<file path="src/rtl/uart_pkg.sv">
// Shared UART encodings: parity selection and Rx sequencer states.
// Also used by the Tx sequencer.
package uart_pkg;

    typedef enum logic [1:0] {
        PAR_NONE0 = 2'b00,
        PAR_ODD   = 2'b01,
        PAR_EVEN  = 2'b10,
        PAR_NONE1 = 2'b11
    } parity_t;

    typedef enum logic [2:0] {
        RX_IDLE   = 3'd0,
        RX_START  = 3'd1,
        RX_DATA   = 3'd2,
        RX_PARITY = 3'd3,
        RX_STOP   = 3'd4,
        RX_DONE   = 3'd5
    } rx_state_t;

    function automatic logic par_enabled(input parity_t p);
        return (p == PAR_ODD) || (p == PAR_EVEN);
    endfunction

endpackage

</file>
<file path="src/rtl/rx_parity_check.sv">
// Combinational parity checker for a received data word.
// Reports a mismatch only when odd or even parity is selected.
module rx_parity_check
    import uart_pkg::*;
#(
    parameter int DATA_BITS = 8
) (
    input  logic [DATA_BITS-1:0] data,
    input  logic                 parity_bit,
    input  parity_t              parity_type,
    output logic                 error
);

    always_comb begin
        error = 1'b0;
        unique case (parity_type)
            PAR_ODD:  error = (parity_bit != ~^data);
            PAR_EVEN: error = (parity_bit != ^data);
            default:  error = 1'b0;
        endcase
    end

endmodule

</file>
<file path="src/rtl/uart_rx_frame_ctrl.sv">
// UART receive frame sequencer: start detect, mid-bit sampling on a
// 16x oversampling tick, parity and stop-bit checking.
module uart_rx_frame_ctrl
    import uart_pkg::*;
#(
    parameter int DATA_BITS  = 8,
    parameter int OVERSAMPLE = 16
) (
    input  logic                 Clock,
    input  logic                 ResetN,
    input  logic                 BaudTick,
    input  logic                 RxIn,
    input  logic [1:0]           ParityType,
    output logic [DATA_BITS-1:0] DataOut,
    output logic                 DataValid,
    output logic                 ParityError,
    output logic                 StopError,
    output logic                 Busy
);

    localparam int TW = $clog2(OVERSAMPLE);
    localparam int BW = $clog2(DATA_BITS + 1);
    localparam logic [TW-1:0] MID  = TW'(OVERSAMPLE / 2 - 1);
    localparam logic [TW-1:0] FULL = TW'(OVERSAMPLE - 1);
    localparam logic [BW-1:0] LAST = BW'(DATA_BITS - 1);

    logic                 rx_meta;
    logic                 rx_sync;
    rx_state_t            state;
    rx_state_t            state_nxt;
    logic [TW-1:0]        tick_cnt;
    logic [BW-1:0]        bit_cnt;
    logic [DATA_BITS-1:0] shreg;
    parity_t              par_q;
    logic                 armed;
    logic                 par_err;
    logic                 at_mid;
    logic                 at_full;
    logic                 confirm;
    logic                 smp_data;
    logic                 smp_par;
    logic                 smp_stop;

    // Synchronizer resets to idle-high so reset never looks like a start bit
    always_ff @(posedge Clock or negedge ResetN) begin
        if (!ResetN) begin
            rx_meta <= 1'b1;
            rx_sync <= 1'b1;
        end else begin
            rx_meta <= RxIn;
            rx_sync <= rx_meta;
        end
    end

    assign at_mid  = BaudTick && (tick_cnt == MID);
    assign at_full = BaudTick && (tick_cnt == FULL);

    always_ff @(posedge Clock or negedge ResetN) begin
        if (!ResetN) state <= RX_IDLE;
        else         state <= state_nxt;
    end

    always_comb begin
        state_nxt = state;
        confirm   = 1'b0;
        smp_data  = 1'b0;
        smp_par   = 1'b0;
        smp_stop  = 1'b0;
        unique case (state)
            RX_IDLE: begin
                if (BaudTick && armed && !rx_sync) state_nxt = RX_START;
            end
            RX_START: begin
                if (at_mid) begin
                    if (rx_sync) begin
                        state_nxt = RX_IDLE;
                    end else begin
                        confirm   = 1'b1;
                        state_nxt = RX_DATA;
                    end
                end
            end
            RX_DATA: begin
                if (at_full) begin
                    smp_data = 1'b1;
                    if (bit_cnt == LAST)
                        state_nxt = par_enabled(par_q) ? RX_PARITY : RX_STOP;
                end
            end
            RX_PARITY: begin
                if (at_full) begin
                    smp_par   = 1'b1;
                    state_nxt = RX_STOP;
                end
            end
            RX_STOP: begin
                if (at_full) begin
                    smp_stop  = 1'b1;
                    state_nxt = RX_DONE;
                end
            end
            RX_DONE:  state_nxt = RX_IDLE;
            default:  state_nxt = RX_IDLE;
        endcase
    end

    rx_parity_check #(
        .DATA_BITS(DATA_BITS)
    ) u_par (
        .data       (shreg),
        .parity_bit (rx_sync),
        .parity_type(par_q),
        .error      (par_err)
    );

    always_ff @(posedge Clock or negedge ResetN) begin
        if (!ResetN) begin
            tick_cnt    <= '0;
            bit_cnt     <= '0;
            shreg       <= '0;
            par_q       <= PAR_NONE0;
            armed       <= 1'b1;
            DataOut     <= '0;
            ParityError <= 1'b0;
            StopError   <= 1'b0;
        end else begin
            if (state_nxt != state || smp_data)
                tick_cnt <= '0;
            else if (BaudTick && state != RX_IDLE)
                tick_cnt <= tick_cnt + 1'b1;
            if (confirm) begin
                par_q       <= parity_t'(ParityType);
                ParityError <= 1'b0;
                StopError   <= 1'b0;
                bit_cnt     <= '0;
            end
            if (smp_data) begin
                shreg   <= {rx_sync, shreg[DATA_BITS-1:1]};
                bit_cnt <= bit_cnt + 1'b1;
            end
            if (smp_par)
                ParityError <= par_err;
            // A low stop bit disarms start detection until the line is seen high
            if (smp_stop) begin
                StopError <= ~rx_sync;
                DataOut   <= shreg;
                armed     <= rx_sync;
            end else if (state == RX_IDLE && BaudTick && rx_sync) begin
                armed <= 1'b1;
            end
        end
    end

    assign DataValid = (state == RX_DONE);
    assign Busy      = (state != RX_IDLE);

endmodule

</file>
<file path="config.mk">
export PLATFORM = sky130hd
export DESIGN_NAME = uart_rx_frame_ctrl
export DESIGN_NICKNAME = d
export VERILOG_FILES = /design/src/rtl/uart_pkg.sv /design/src/rtl/rx_parity_check.sv /design/src/rtl/uart_rx_frame_ctrl.sv
export SDC_FILE = /design/constraint.sdc
export NUM_CORES = 1
export LEC_CHECK = 0
export CAP_MARGIN = 40
export CORE_MARGIN = 4
export CORE_UTILIZATION = 45
export CTS_CLUSTER_SIZE = 30
export DETAILED_ROUTE_END_ITERATION = 10
export PLACE_DENSITY_LB_ADDON = 0.25
export SLEW_MARGIN = 40
export SYNTH_ARGS = -nofsm -noshare
export SYNTH_HDL_FRONTEND = slang
export SYNTH_SLANG_ARGS = --single-unit
</file>
<file path="constraint.sdc">
create_clock -name Clock -period 1.9 [get_ports Clock]
set_input_delay 0.285 -clock Clock [delete_from_list [all_inputs] [get_ports Clock]]
set_output_delay 0.285 -clock Clock [all_outputs]
set_load 0.02 [all_outputs]
</file>
==> run_results.csv <==
group,metric,value,unit
worst_hold_path,hold-path-endpoint,"rx_sync",
worst_hold_path,worst_hold_path_type,"register to register",
status,status,"finished, final reports clean",
worst_hold_path,hold_depth,0,
flow_run,maxCapViolCount,0,
pwr,fin_total_pwr,2063,µW
finish,finalInstanceArea,2066,µm²
routing,drc,0,
placed_design,gp_congestion,0.8557,
critical_path,slowest_stage,"dfrtp_1",
timing,setup_viol,0,
logic_synthesis,synth_top_family_by_area,"simple AND/OR/NAND/NOR gates",
clock_tree,post_cts_buffers,0,
clock_tree,clk_pin_slew,0.07,ns
pwr,p_leak,0.0009783,µW
critical_path,cp-end-kind,"output pin",
clock_tree,root_buffer,"clkbuf_8",
finish,fillers,287,
placed_design,numPortBuffers,17,
critical_path,crit_family,"buffers and inverters",
die,io_pins,18,
timing,finalCritPeriodShare,97.13,%
clock_tree,clk_path_buf_depth,2,
placed_design,dp.cells,231,
global_routing,grt_max_degree,35,
logic_synthesis,synth_edf_count,0,
clock_tree,cts_buffers,5,
finish,layout_commonest_cell,"dfrtp_1",
critical_path,slowest_delay,0.40,ns
timing,fmax,0.5419,GHz
finish,final_cell_mix,"dfrtp_1 (30), nand2_1 (29), buf_4 (18)",
timing,rsz0062_at_grt,"false",
clock_tree,cts_hold_repair.buffers,0,
logic_synthesis,synth.distinct_cells,38,
timing,slew_viol_final,0,
die,start_util,47.98,%
clock_tree,htreeDepth,2,
logic_synthesis,synth_ff_type,"dfrtp_1",
logic_synthesis,synth.top_cell.area_share,46.97,%
logic_synthesis,synth-compound-area-share,7.955,%
global_routing,grt_pass1_vias,1279,
routing,drt_iter0_markers,98,
logic_synthesis,synth_xor_xnor_area_share,6.667,%
finish,final_nets,201,
routing,via_count,1265,
global_routing,grt_util_all_layers,16.48,%
critical_path,cp_cell_sequence,"buf_4 -> or3_1 -> dlygate4sd2_1",
timing,period_minus_slack,1.845,ns
die,dieWidth,68.58,µm
die,dieArea,4703,µm²
logic_synthesis,yosys.area_share.simple,18.41,%
routing,post_drt_wl_per_cell,13.94,µm
logic_synthesis,synth_nets,167,
timing,fin_ws,0.05462,ns
timing,max_slew.worst_pin.slew,0.5293,ns
logic_synthesis,synth.yosys.seq_area_share,51.74,%
logic_synthesis,avgSynthCellArea,10.45,µm²
timing,relSlewSlack,64.41,%
pwr,vdd.ir_drop.worst,0.0004972,V
finish,multi_input_area,729.5,µm²
die,die_h,68.58,µm
logic_synthesis,netlist_area,1652,µm²
logic_synthesis,synthCells,158,
finish,area_growth,25.08,%
logic_synthesis,synthAdderAreaFrac,2.273,%
global_routing,antenna_found_initial,0,
critical_path,worstPathArrival,1.56,ns
logic_synthesis,ys_warn_count,0,
logic_synthesis,synth_area_leader_cell,"dfrtp_1",
worst_hold_path,min_from,"rx_meta",
global_routing,grt-ovfl-total,0,
finish,diodes,0,
critical_path,cp_max_fo,4,
finish,fin_cells,239,
clock_tree,clk_latency,0.28,ns
placed_design,place_ws,-0.1390,ns
routing,wl,3.331,mm
routing,dr.pass1.iters,5,
placed_design,place_hpwl,2.412,mm
finish,regArea,855.8,µm²
logic_synthesis,synthMuxAreaShare,8.712,%
timing,final_hold_viol_count,0,
logic_synthesis,synthTopCellsByArea,"dfrtp_1 (47%), mux2_2 (7.5%), nand2_1 (6.6%)",
finish,drive_gt1_share,20.73,%
critical_path,path_class,"register to output pin",
timing,finalClockSkew,0.004078,ns
logic_synthesis,ys_async_sr_fraction,100.0,%
placed_design,placed_area,1974,µm²
die,core,3442,µm²
clock_tree,cts_sinks,34,
clock_tree,cts_tree,"yes",
routing,antenna_left,0,
pwr,p_per_area,998.8,nW/µm²
critical_path,worstRegToRegCells,4,
critical_path,worst-path-buf-inv,2,
critical_path,cp-start-kind,"register",
routing,via_per_inst,5.293,
die,rows,21,
critical_path,r2r_end,"par_q[0]",
global_routing,grt_first_pass_wirelength,5.720,mm
clock_tree,cts_resized,3,
critical_path,required,1.62,ns
critical_path,rrSetupSlack,0.07,ns
critical_path,crit-reg2reg-launch,"state[1]",
logic_synthesis,ys_ff_latch,34,
## worst max-delay path by stage
stage / start / end / slack (ns) / depth (start not counted)
6_report: state[1] / Busy / 0.05 / 3
5_1_grt: state[1] / Busy / 0.01 / 3
4_1_cts: state[1] / Busy / 0.06 / 3
3_5_place_dp: BaudTick / bit_cnt[3] / -0.14 / 6
3_3_place_gp: BaudTick / par_q[0] / -0.08 / 5
2_1_floorplan: tick_cnt[3] / bit_cnt[3] / -0.03 / 6
## synth_stat cells, types with 2 or more instances
cell type and instances:
or3_1 3, nand2_1 29, dfrtp_1 31, mux2_2 11, mux2i_1 2, dfstp_2 3
buf_2 2, ha_1 3, nor3_1 7, xor2_1 2, nor2_1 2, clkbuf_1 4
nand3_1 8, o21ai_0 9, o31ai_1 2, inv_1 8, xnor2_1 8, nand3b_1 4
## stage by stage
step                      hold slack [ns]  utilization [%]  setup TNS [ns]
after CTS                          0.3642            59.94               0
final                              0.3616            60.01               0
after global routing               0.3702            60.01               0
after global placement             0.3477            57.36         -0.2769
after detailed placement           0.3546            57.36          -1.084
after floorplan                  -0.01059                -        -0.03419
## layout make-up
cell class              instances  share of cell area [%]
clock buffers                   8                   4.361
inverters                       8                   1.454
multi-input cells             108                   35.31
flip-flops and latches         34                   41.43
well taps                      46                   2.786
repair buffers                 35                   14.66
## cells by family after synthesis
| logic type | count (synthesis) |
|---|---|
| AND/OR/NAND/NOR | 61 |
| flip-flops | 34 |
| AO/OA/AOI/OAI | 20 |
| buffers and inverters | 16 |
| multiplexers | 13 |
| XOR/XNOR | 11 |
| adder cells (fa/ha/maj) | 3 |
## flip-flops by register name, summed over array words and instances (netlist names), 2 cells and up
register  count
DataOut       8
tick_cnt      4
bit_cnt       4
state         3
par_q         2
shreg         8
## where the power goes
part           total, µW  internal (µW)  leakage (µW)  switching [µW]
Combinational        622            285      0.000487             337
Sequential           906            827      0.000446            79.3
Clock                535            295     0.0000455             240
## metal layers
metal | up-vias | track usage (%) | share of wire, %
met5 | - | 0 | 0
met4 | 0 | 5.955 | 1.1
met3 | 5 | 3.890 | 5.5
met2 | 39 | 27.41 | 48
met1 | 604 | 20.76 | 45
li1 | 617 | - | -
## worst register-to-register path, stage by stage, from the launching register on
cell	delay (ns)
dfrtp_1	0.40
or3b_1	0.40
or4_1	0.44
buf_4	0.19
mux2_2	0.28
(Power assumes the default switching activity.)
